$ cat src/rtl/univ_shift_seq.sv
// Universal shift register: parallel load, logical/rotate/arithmetic shifts of STEP bits,
// with a counted-shift sequencer (start/busy/done) that runs N shifts on its own.
module univ_shift_seq #(
   parameter int WIDTH = 8,
   parameter int STEP  = 1,
   parameter int CNT_W = 4
) (
   input  logic             clk,
   input  logic             rst,
   input  logic             en,
   input  logic [2:0]       op,
   input  logic             load,
   input  logic [WIDTH-1:0] load_data,
   input  logic [STEP-1:0]  sin,
   input  logic             start,
   input  logic [CNT_W-1:0] count,
   output logic [WIDTH-1:0] out,
   output logic [STEP-1:0]  sout,
   output logic             busy,
   output logic             done
);

   typedef enum logic {IDLE = 1'b0, RUN = 1'b1} state_t;

   localparam logic [2:0] OP_LSL = 3'b001;
   localparam logic [2:0] OP_LSR = 3'b010;
   localparam logic [2:0] OP_ROL = 3'b011;
   localparam logic [2:0] OP_ROR = 3'b100;
   localparam logic [2:0] OP_ASR = 3'b101;

   state_t             state_q, state_d;
   logic [WIDTH-1:0]   out_q, out_d;
   logic [CNT_W-1:0]   rem_q, rem_d;
   logic [2:0]         op_lat_q, op_lat_d;
   logic               done_q, done_d;
   logic [2:0]         eff_op;

   function automatic logic [WIDTH-1:0] shift_fn(input logic [2:0]       f_op,
                                                  input logic [WIDTH-1:0] v,
                                                  input logic [STEP-1:0]  s_in);
      case (f_op)
         OP_LSL:  return {v[WIDTH-STEP-1:0], s_in};
         OP_LSR:  return {s_in, v[WIDTH-1:STEP]};
         OP_ROL:  return {v[WIDTH-STEP-1:0], v[WIDTH-1 -: STEP]};
         OP_ROR:  return {v[STEP-1:0], v[WIDTH-1:STEP]};
         OP_ASR:  return {{STEP{v[WIDTH-1]}}, v[WIDTH-1:STEP]};
         default: return v;
      endcase
   endfunction

   always_ff @(posedge clk) begin
      if (rst) begin
         state_q  <= IDLE;
         out_q    <= '0;
         rem_q    <= '0;
         op_lat_q <= '0;
         done_q   <= 1'b0;
      end else begin
         state_q  <= state_d;
         out_q    <= out_d;
         rem_q    <= rem_d;
         op_lat_q <= op_lat_d;
         done_q   <= done_d;
      end
   end

   // Load wins over the sequencer; a running sequence ignores en, start, op and count.
   always_comb begin
      state_d  = state_q;
      out_d    = out_q;
      rem_d    = rem_q;
      op_lat_d = op_lat_q;
      done_d   = 1'b0;
      if (load) begin
         out_d   = load_data;
         state_d = IDLE;
         rem_d   = '0;
      end else if (state_q == RUN) begin
         out_d = shift_fn(op_lat_q, out_q, sin);
         rem_d = rem_q - CNT_W'(1);
         if (rem_q == CNT_W'(1)) begin
            state_d = IDLE;
            done_d  = 1'b1;
         end
      end else if (start) begin
         if (count != '0) begin
            state_d  = RUN;
            rem_d    = count;
            op_lat_d = op;
         end else begin
            done_d = 1'b1;
         end
      end else if (en) begin
         out_d = shift_fn(op, out_q, sin);
      end
   end

   always_comb begin
      busy   = (state_q == RUN);
      eff_op = (state_q == RUN) ? op_lat_q : op;
      if (eff_op == OP_LSL || eff_op == OP_ROL)
         sout = out_q[WIDTH-1 -: STEP];
      else
         sout = out_q[STEP-1:0];
   end

   assign out  = out_q;
   assign done = done_q;

endmodule

$ cat config.mk
export PLATFORM = sky130hd
export DESIGN_NAME = univ_shift_seq
export DESIGN_NICKNAME = d
export VERILOG_FILES = /design/src/rtl/univ_shift_seq.sv
export SDC_FILE = /design/constraint.sdc
export NUM_CORES = 1
export LEC_CHECK = 0
export ABC_AREA = 1
export BUFFER_PORTS_ARGS = -buffer_cell sky130_fd_sc_hd__buf_2
export CAP_MARGIN = 20
export CORE_MARGIN = 2
export CORE_UTILIZATION = 35
export CTS_CLUSTER_DIAMETER = 100
export DETAILED_ROUTE_END_ITERATION = 7
export PLACE_DENSITY = 0.65
export SYNTH_ARGS = -nofsm -noshare
export SYNTH_HDL_FRONTEND = slang
export SYNTH_SLANG_ARGS = --single-unit
export TNS_END_PERCENT = 5
$ cat constraint.sdc
create_clock -name clk -period 1.4 [get_ports clk]
set_clock_uncertainty 0.05 [all_clocks]
set_input_delay 0.14 -clock clk [delete_from_list [all_inputs] [get_ports clk]]
set_output_delay 0.14 -clock clk [all_outputs]
set_load 0.03 [all_outputs]
== Word level (Yosys, flattened, before mapping) ==
Index checks and enable logic that the tools add are counted.
Storage, ports and cells
  register bits after elaboration: 17
  input bits: 21
Operators by class
  mux-type cells: 19
  add/sub/neg operators: 1
  reductions and logical operators: 12
  eq/ne operators: 18
  bitwise operators: 2
Operators with widths (number)
  one-hot mux 8 bit (5 select lines): 2
  2-to-1 mux 8 bit: 4
  == test 3 x 2 -> 1 bit, second input constant: 5
  == test 3 bit, second input constant: 4
  2-to-1 mux 4 bit: 3
  == test 3 x 1 -> 1 bit, second input constant: 3
  2-to-1 mux 1 bit: 9
  AND reduction 4 bit: 2
  inequality test 7 x 2 -> 1 bit, second input constant: 1
  nonzero test 7 bit: 1
  inequality test 3 bit, second input constant: 2
  inequality test 6 x 2 -> 1 bit, second input constant: 1
  AND reduction 6 bit: 1
  nonzero test 6 bit: 1
  == test 4 x 1 -> 1 bit, second input constant: 1
  nonzero test 2 bit: 2
  nonzero test 4 bit: 1
  subtractor 4 x 1 -> 4 bit, second input constant: 1
  2-to-1 mux 3 bit: 1
  inequality test 3 x 2 -> 1 bit, second input constant: 1
  nonzero test 3 bit: 1
  NOT 1 bit: 2
  AND reduction 2 bit: 1
  OR reduction 2 bit: 1
  logical OR 1 bit: 1

== Depth between registers and ports, before layout ==
  word-level depth: 6
  depth in mapped cells: 11

== Worst setup path before layout ==
Ideal clock, no wire load.
  path kind: register to output
  from: register state_q (netlist: busy)
  to: output port sout
  buffers on the path: 1
  slack: -357 ps
  data arrival time: 1567 ps
  required time: 1210 ps
  cell stages (with the launch flop): 6
  path through: dfxtp_1 -> buf_6 -> inv_4 -> nand2_1 -> o21ai_0 -> o21ai_0
Between the ends
  longest elaborated chain between the ends: 4
  elaborated cells on any way between the ends: 5
  those cells by class: eq/ne (2); mux (2); reduce/logical (1)
Ends and longest elaborated chain
  from (decl): RTL line 31  | state_t state_q, state_d;
  from (signal assigned): RTL line 59  | state_q <= state_d;
  2-to-1 mux 3 bit (*): RTL line 100  | eff_op = (state_q == RUN) ? op_lat_q : op;
  == test 3 x 1 -> 1 bit / == test 3 x 2 -> 1 bit (equally long branches): RTL line 101  | if (eff_op == OP_LSL || eff_op == OP_ROL)
  logical OR 1 bit (*): RTL line 101
  2-to-1 mux 1 bit (*): RTL line 101
  to (decl): RTL line 18  | output logic [STEP-1:0] sout,
Every way passes the cells marked *; elsewhere a longest branch is shown, timed or not.

== Final worst setup path ==
  from: register op_lat_q[2]
  to: output port sout
Between the ends
  longest elaborated chain between the ends: 4
  elaborated cells on any way between the ends: 5
  those cells by class: eq/ne (2); mux (2); reduce/logical (1)
Ends and longest elaborated chain
  from (decl): RTL line 34  | logic [2:0] op_lat_q, op_lat_d;
  from (signal assigned): RTL line 62  | op_lat_q <= op_lat_d;
  2-to-1 mux 3 bit (*): RTL line 100
  == test 3 x 1 -> 1 bit / == test 3 x 2 -> 1 bit (equally long branches): RTL line 101
  logical OR 1 bit (*): RTL line 101
  2-to-1 mux 1 bit (*): RTL line 101
Marked as above.

==> flow_summary.json <==
{
  "status": "finished, final reports clean",
  "synthCells": 238,
  "nets": 308,
  "cp-end-kind": "output port",
  "reg2reg_from": "op_lat_q[1]",
  "critPathKind": "flop to output port",
  "slew_headroom_pct": 80.4,
  "cp-start-kind": "flop",
  "synth_top_area_share_pct": 24.8,
  "cp.required_ns": 1.21,
  "setup_violations": 0,
  "crit_slowest_cell": "dfxtp_2",
  "worstMarginPinSlew_ns": 0.294,
  "r2r_cells": 8,
  "routed_wl_um": 3680,
  "worst_hold_startpoint": "count[3]",
  "gp_congestion": 0.894,
  "insertion_delay_ns": 0.26,
  "grt_pass1_wl_um": 6280,
  "ys_types": 26,
  "synth_fp_nets": 263,
  "firstDrtPassIters": 5,
  "dp_hpwl_um": 2860,
  "worst-path-max-fanout": 7,
  "final_cells": 330,
  "die_w_um": 66.6,
  "hold_buffers": 0,
  "power_density_mw_per_mm2": 854,
  "antenna_found_initial": 0,
  "hold_path_class": "input port to flop",
  "cts-root-buf": "clkbuf_8",
  "syn_to_final_growth_pct": 27.3,
  "grt_util_all_layers_pct": 18.3,
  "clkSlewWorstSetupHoldPaths_ns": 0.07,
  "setup.worst_path.start": "op_lat_q[2]",
  "drv_slew": 0,
  "final_util_pct": 47.0,
  "power_leakage_nw": 0.927,
  "portBuffers": 31,
  "drive_gt1_share_pct": 23.8,
  "grt_overflow": 0,
  "clockBufferDepth": 2,
  "path_depth": 6,
  "core-area_mm2": 0.00372,
  "dieArea_mm2": 0.00443,
  "synth.yosys.seq_area_share_pct": 24.8,
  "cp-endpoint": "sout",
  "cts_inserted_buffers": 3,
  "synth_area_per_cell_um2": 5.76,
  "routed_via_density": 4.85,
  "maxCapViolations": 0,
  "rrSetupSlack_ns": 0.09,
  "max_freq_mhz": 719,
  "io_pins": 32,
  "drtIter0Drc": 103,
  "cp.arrival_ns": 1.20,
  "crit_family": "flip-flops",
  "vias": 1599,
  "yosysTopAreaCell": "dfxtp_1",
  "wl_per_cell_um": 11.2,
  "worst-path-buf-inv": 2,
  "grt_max_degree": 13,
  "diodes": 0,
  "slowest_delay_ns": 0.34,
  "final_hold_viol_count": 0,
  "ys.warnings.count": 0,
  "min_period_over_period_pct": 99.3,
  "synth.area.top_cells": "dfxtp_1, nand2_1, nand3_1",
  "postRouteAntennaNets": 0,
  "netlist_area_mm2": 0.00137,
  "fin_crit_ns": 1.39,
  "path_cells": "inv_4 > nand2_2 > o21ai_2 > nand2_1 > o21ai_1 > buf_4",
  "rsz0062_at_grt": "yes",
  "ir_drop_mv": 0.406,
  "first_global_vias": 1470,
  "timing.rr.end": "out[7]",
  "clock_sinks": 17,
  "start_util_pct": 36.9,
  "rows": 22,
  "route.detailed.drc": 0,
  "die_h_um": 66.6,
  "dpl.cell_count": 324,
  "ctsHtreeMaxLevel": 1,
  "synth-seq-cells": 17,
  "cts_tree": "done"
}
## worst reg2reg max path: cells and delay by family, from the launching register on
kind / cells / cell delay [ns]
flops: 1 / 0.36
compound gates: 1 / 0.15
simple gates: 5 / 0.47
buf+inv: 2 / 0.17
## sequential cells by signal, summed over array words and instances, names as in the netlist
signal	count
busy	1
done	1
op_lat_q	3
out	8
rem_q	4
## where the power goes
group	internal [mW]	switching, mW	total (mW)	leakage [nW]
Clock	0.198	0.194	0.392	0.0255
Sequential	0.523	0.0476	0.571	0.141
Combinational	0.193	0.335	0.527	0.760
## per-stage QoR
stage	TNS, ns	worst slack, ns	power, mW	instance area [um2]	hold WS (ns)
3_3_place_gp	-0.0231	-0.0121	1.09	1660	0.381
5_1_grt	-0.126	-0.0729	1.60	1750	0.131
6_report	0	0.00945	1.49	1750	0.103
2_1_floorplan	-0.00211	-0.000559	0.926	1380	0.235
3_5_place_dp	-0.109	-0.0314	1.09	1660	0.384
4_1_cts	0	0.00515	1.49	1720	0.107
## final cells by class
class                   count  area [um2]
fillers                   411        1970
multi-input cells         185         886
flip-flops and latches     17         347
repair buffers             45         275
inverters                  31         131
well taps                  48        60.1
clock buffers               3        41.3
clock inverters             1        5.00
## routing by layer
layer	vias up	track usage, %	share of wire [%]
li1	849	-	-
met1	702	22.6	46
met2	41	31.5	46
met3	7	4.05	6.9
met4	0	5.36	1.9
met5	-	0	0
## worst min path at each step
stage,slack (ns),cells after the start,to
2_1_floorplan,0.23,3,out[0]
3_3_place_gp,0.38,3,rem_q[3]
3_5_place_dp,0.38,3,rem_q[3]
4_1_cts,0.11,3,rem_q[3]
5_1_grt,0.13,4,out[0]
6_report,0.10,3,rem_q[3]
## synthesized netlist by cell type
cell and instances:
buf_6 2, a21oi_1 9, nor2_4 1, nand2_2 1, o21ai_0 11, inv_1 26
buf_2 1, nor2_1 26, xor2_1 1, buf_4 2, inv_2 3, inv_4 1
nand2_1 82, a211oi_1 1, dfxtp_1 17, o21ai_1 7, o21ai_2 2, nand3_1 27
clkinv_1 1, nor2_2 1, nor3_1 1, nand3_2 3, a21boi_0 1, nand4_1 5
a31oi_1 2, ha_1 4
## kinds of logic (layout without fill, tap and decap cells)
kind of cell	Yosys count	in the layout	synth area share (%)
buffers and inverters	36	80	11.8
adders and majority gates	4	4	3.65
AOI/OAI and AO/OA	33	33	13.1
xor gates and xnor gates	1	1	0.639
DFF	17	17	24.8
and+or+nand+nor	147	147	46.0
## layout by cell type, fill, tap and decap left out
cell type,count
o21ai_0,9
nand2_4,1
o21ai_2,3
inv_1,26
nand2_2,1
ha_1,4
xor2_1,1
nand4_1,5
nor2_4,2
nand2_1,81
nand3_1,27
inv_2,1
a31oi_1,2
inv_4,3
buf_2,30
dfxtp_4,1
clkinv_2,1
nor2_1,26
buf_12,1
o21ai_1,8
dfxtp_1,14
dfxtp_2,2
a211oi_1,1
nand3_2,3
a21boi_0,1
a21oi_1,9
nor3_1,1
inv_8,1
clkbuf_8,3
buf_4,14
## what timing repair did
action,CTS,global route
pin swaps,0,1
gates resized for setup,4,8
hold endpoints to repair,0,0
setup endpoints to repair,7,8
buffers inserted,1,1
(Power assumes the default switching activity.)
